File: src/rtl/dot_product_tree.sv
`default_nettype none
// +--------------------------------------------------------------------------+
// | Module      : dot_product_tree                                           |
// | Description : Signed-selection dot-product reducer. Each lane adds or   |
// |               subtracts its unsigned coefficient; lanes are summed by a  |
// |               binary adder tree with optional per-level pipelining.      |
// | Revision    : 1.0 - initial release                                      |
// +--------------------------------------------------------------------------+
module dot_product_tree #(
    parameter int                           VECTOR_SIZE     = 256,
    parameter int                           J_ELEMENT_WIDTH = 4,
    parameter bit                           PIPED           = 1'b0,
    parameter logic [$clog2(VECTOR_SIZE):0] PIPE_STAGE_MASK = '1,
    localparam int                          LEVELS           = $clog2(VECTOR_SIZE),
    localparam int                          INT_RESULT_WIDTH = J_ELEMENT_WIDTH + LEVELS + 1
) (
    input  logic                               clk,
    input  logic                               rst_n,
    input  logic [VECTOR_SIZE-1:0]             sigma,
    input  logic [J_ELEMENT_WIDTH-1:0]         J_col [0:VECTOR_SIZE-1],
    input  logic                               start,
    output logic signed [INT_RESULT_WIDTH-1:0] dot_out,
    output logic                               start_out
);

    localparam int C_W          = INT_RESULT_WIDTH;
    localparam int C_REG_LEVELS = PIPED ? $countones(PIPE_STAGE_MASK) : 0;

    // Level k holds 2^(LEVELS-k) nodes; level LEVELS is the single root.
    for (genvar k = 0; k <= LEVELS; k++) begin : g_level
        localparam int  C_NUM    = 1 << (LEVELS - k);
        localparam bit  C_IS_REG = PIPED && PIPE_STAGE_MASK[k];

        logic signed [C_W-1:0] lvl [0:C_NUM-1];
        logic                  stage_start;

        for (genvar j = 0; j < C_NUM; j++) begin : g_node
            logic signed [C_W-1:0] node_d;

            if (k == 0) begin : g_leaf
                if (j < VECTOR_SIZE) begin : g_lane
                    logic signed [C_W-1:0] w_mag;
                    always_comb begin
                        w_mag  = {{(C_W - J_ELEMENT_WIDTH){1'b0}}, J_col[j]};
                        node_d = sigma[j] ? w_mag : -w_mag;
                    end
                end else begin : g_pad
                    always_comb begin
                        node_d = '0;
                    end
                end
            end else begin : g_sum
                always_comb begin
                    node_d = g_level[k-1].lvl[2*j] + g_level[k-1].lvl[2*j+1];
                end
            end

            if (C_IS_REG) begin : g_reg
                logic signed [C_W-1:0] node_q;
                always_ff @(posedge clk) begin
                    if (!rst_n) begin
                        node_q <= '0;
                    end else begin
                        node_q <= node_d;
                    end
                end
                assign lvl[j] = node_q;
            end else begin : g_comb
                assign lvl[j] = node_d;
            end
        end

        // The start token follows the same register placement as the data.
        logic start_d;
        if (k == 0) begin : g_start_in
            always_comb begin
                start_d = start;
            end
        end else begin : g_start_chain
            always_comb begin
                start_d = g_level[k-1].stage_start;
            end
        end

        if (C_IS_REG) begin : g_start_reg
            logic start_q;
            always_ff @(posedge clk) begin
                if (!rst_n) begin
                    start_q <= 1'b0;
                end else begin
                    start_q <= start_d;
                end
            end
            assign stage_start = start_q;
        end else begin : g_start_comb
            assign stage_start = start_d;
        end
    end

    assign dot_out   = g_level[LEVELS].lvl[0];
    assign start_out = g_level[LEVELS].stage_start;

    // A fully combinational build has no state, so clock and reset go unread.
    if (C_REG_LEVELS == 0) begin : g_no_state
        logic unused_clk_rst;
        assign unused_clk_rst = &{1'b0, clk, rst_n};
    end

endmodule
`default_nettype wire

File: config.mk
export PLATFORM = sky130hd
export DESIGN_NAME = dot_product_tree
export DESIGN_NICKNAME = d
export VERILOG_FILES = /design/src/rtl/dot_product_tree.sv
export SDC_FILE = /design/constraint.sdc
export NUM_CORES = 2
export LEC_CHECK = 0
export CAP_MARGIN = 0
export CORE_AREA = 2 2 501 503
export DETAILED_ROUTE_END_ITERATION = 12
export DIE_AREA = 0 0 503 505
export SYNTH_ARGS = -nofsm -noshare
export SYNTH_HDL_FRONTEND = slang
export SYNTH_SLANG_ARGS = --single-unit
File: constraint.sdc
create_clock -name vclk -period 20
set_clock_uncertainty 0.15 [all_clocks]
set_input_delay 4 -clock vclk [all_inputs]
set_output_delay 4 -clock vclk [all_outputs]
set_load 0.01 [all_outputs]
==> results.md <==
* RD Place Congestion at 1.04
* Slew of the pin with the lowest slew margin at 0.903 ns
* Final-layout clock buffer total at 0
* Vias at 57700
* Area fraction of the dominant cell type after synthesis at 53.9%
* Hold Vio Cnt, Final at 0
* Worst Path Class, Setup: in2out
* Crit path top cell by count: fa_1
* Largest net degree at the start of global routing at 7
* Initial antenna violation count at 213
* I/O pin total at 1297
* Hold Path Class: in2out
* Pre-antenna DRT Iters at 5
* DRC at 0
* Postcts setup bufs at 0
* Routed wire length at 328000 um
* Slowest-stage cell, CP: fa_1
* Fin crit period at 19.29 ns
* Post-route insts no fill at 12800
* Synthesized Nets at 12100
* Final setup violation count at 0
* Crit. End Element: output port
* First-pass GRT wire length at 467000 um
* Layout cells sized above 1 at 5.97%
* PnR worst setup slack at 0.709 ns
* Synth area leader: fa_1
* Synthesized cell area at 78100 um2
* Crit path launch type: input port
* Library cells used by synthesis at 23
* Worst path arrival time at 15.14 ns
* Wire per inst at 25.7 um
* Max Clk Rate at 51.8 MHz
* Total congestion overflow at 0
* Max stage delay on crit path at 0.65 ns
* Die X at 503 um
* Initial Util at 31.5%
* Total placed cells including tap cells at 12600
* Starting DRC count in detailed routing at 3054
* RSZ-0062 raised after global routing: no
* Sequential share of the synthesized area at 0%
* Post-DP HPWL at 318000 um
* Vias in the first global route at 65300
* Worst slack, placed at 0.372 ns
* Total track usage at 25.9%
* Mean area per synthesized cell at 9.67 um2
* Worst Hold Margin at 7.85 ns
* Port Buffers at 1293
* Die Y at 505 um
* Nets at 13400
* MaxCap Viol Count at 0
* Pins over their slew limit at 0
* Hold-fix buffers, CTS at 0
* Ys Warns at 0
* Seq Cell Count at 0
* Via density at 4.52
* Setup TNS at 0 ns
* ANT nets after route at 0
* Register area at 0 um2
* Area growth, synth to finish at 22.1%
* Core Area at 248000 um2
* Outcome: complete, no violations
* Die area at 254000 um2
* Period utilization at 96.5%
* Top area cells in the synthesized netlist: fa_1, inv_1, ha_1, mux2_2, a21o_1
* Num rows at 183
* Crit Path Max Fanout at 2
* Post-Syn Instances at 8074
* Slew HR at 39.6%
* Critical Path RT at 15.85 ns
-- synth_stat cells (all sizes together) --
| cell type | number |
|---|---|
| buf | 1 |
| nor2 | 538 |
| fa | 2101 |
| nor2b | 1 |
| ha | 686 |
| o21ai | 3 |
| inv | 2850 |
| o21a | 1 |
| xor2 | 155 |
| or2 | 210 |
| mux2 | 317 |
| xnor2 | 173 |
| nor3 | 257 |
| a31oi | 10 |
| a21boi | 2 |
| mux2i | 195 |
| nand2b | 2 |
| a31o | 16 |
| a21o | 297 |
| nand2 | 2 |
| a21oi | 193 |
| clkbuf | 63 |
| o41ai | 1 |
-- cells in the final DEF, fill, tap and decap left out, types with 10 or more instances in the layout --
cell             count
clkdlybuf4s50_1   1286
inv_1             2850
a31oi_1             10
diode_2            119
a31o_2              16
nor3_1             257
xnor2_1            173
fa_1              2101
nor2_1             538
mux2_2             317
xor2_1             155
ha_1               686
or2_2              210
a21oi_1            193
a21o_1             297
mux2i_1            195
-- final timing paths --
kind | depth (start not counted) | startpoint | end | slack, ns
worst min-delay path | 0 | start | start_out | 7.85
worst max-delay path | 32 | J_col[744] | dot_out[12] | 0.71
-- cell type report --
cell class / instances / area, um2
Timing Repair Buffer: 1298 / 13000
Fill cell: 24900 / 153000
Multi-Input combinational cell: 5160 / 67100
Inverter: 2850 / 10700
Antenna cell: 119 / 298
Tap cell: 3330 / 4170
-- through the flow --
stage                     area [um2]  utilization (%)
final                          95300             38.4
after global routing           95200             38.4
after CTS                      95000             38.3
after detailed placement       95000             38.3
after global placement         95000             38.3
after floorplan                78100                -
-- worst max-delay path: cells and delay by family --
family / cells / cell delay (ns)
AO/OA/AOI/OAI: 5 / 1.11
adder cells (fa/ha/maj): 15 / 7.73
XOR/XNOR: 1 / 0.35
buffers and inverters: 8 / 1.09
AND/OR/NAND/NOR: 2 / 0.53
multiplexers: 1 / 0.29
-- layer usage --
metal,wire length (um),GRT usage (%)
met2,164000,44.7
met4,8970,7.64
met1,133000,32.5
met3,21500,5.37
met5,751,0
-- logic make-up after synthesis --
| logic type | synth area share (%) |
|---|---|
| buf+inv | 14.0 |
| xor+xnor | 3.68 |
| fa+ha+maj | 64.9 |
| mux | 7.07 |
| compound gates | 4.41 |
| simple gates | 5.95 |
-- timing repair --
action                                  in CTS  in global routing
endpoints found under the hold margin        0                  0
endpoints found under the setup margin       0                  1
gates resized for setup                      0                  1
Power is left out: the tool's default activity adds up to more than one toggle a clock period on the data nets, which glitch-free logic cannot reach.
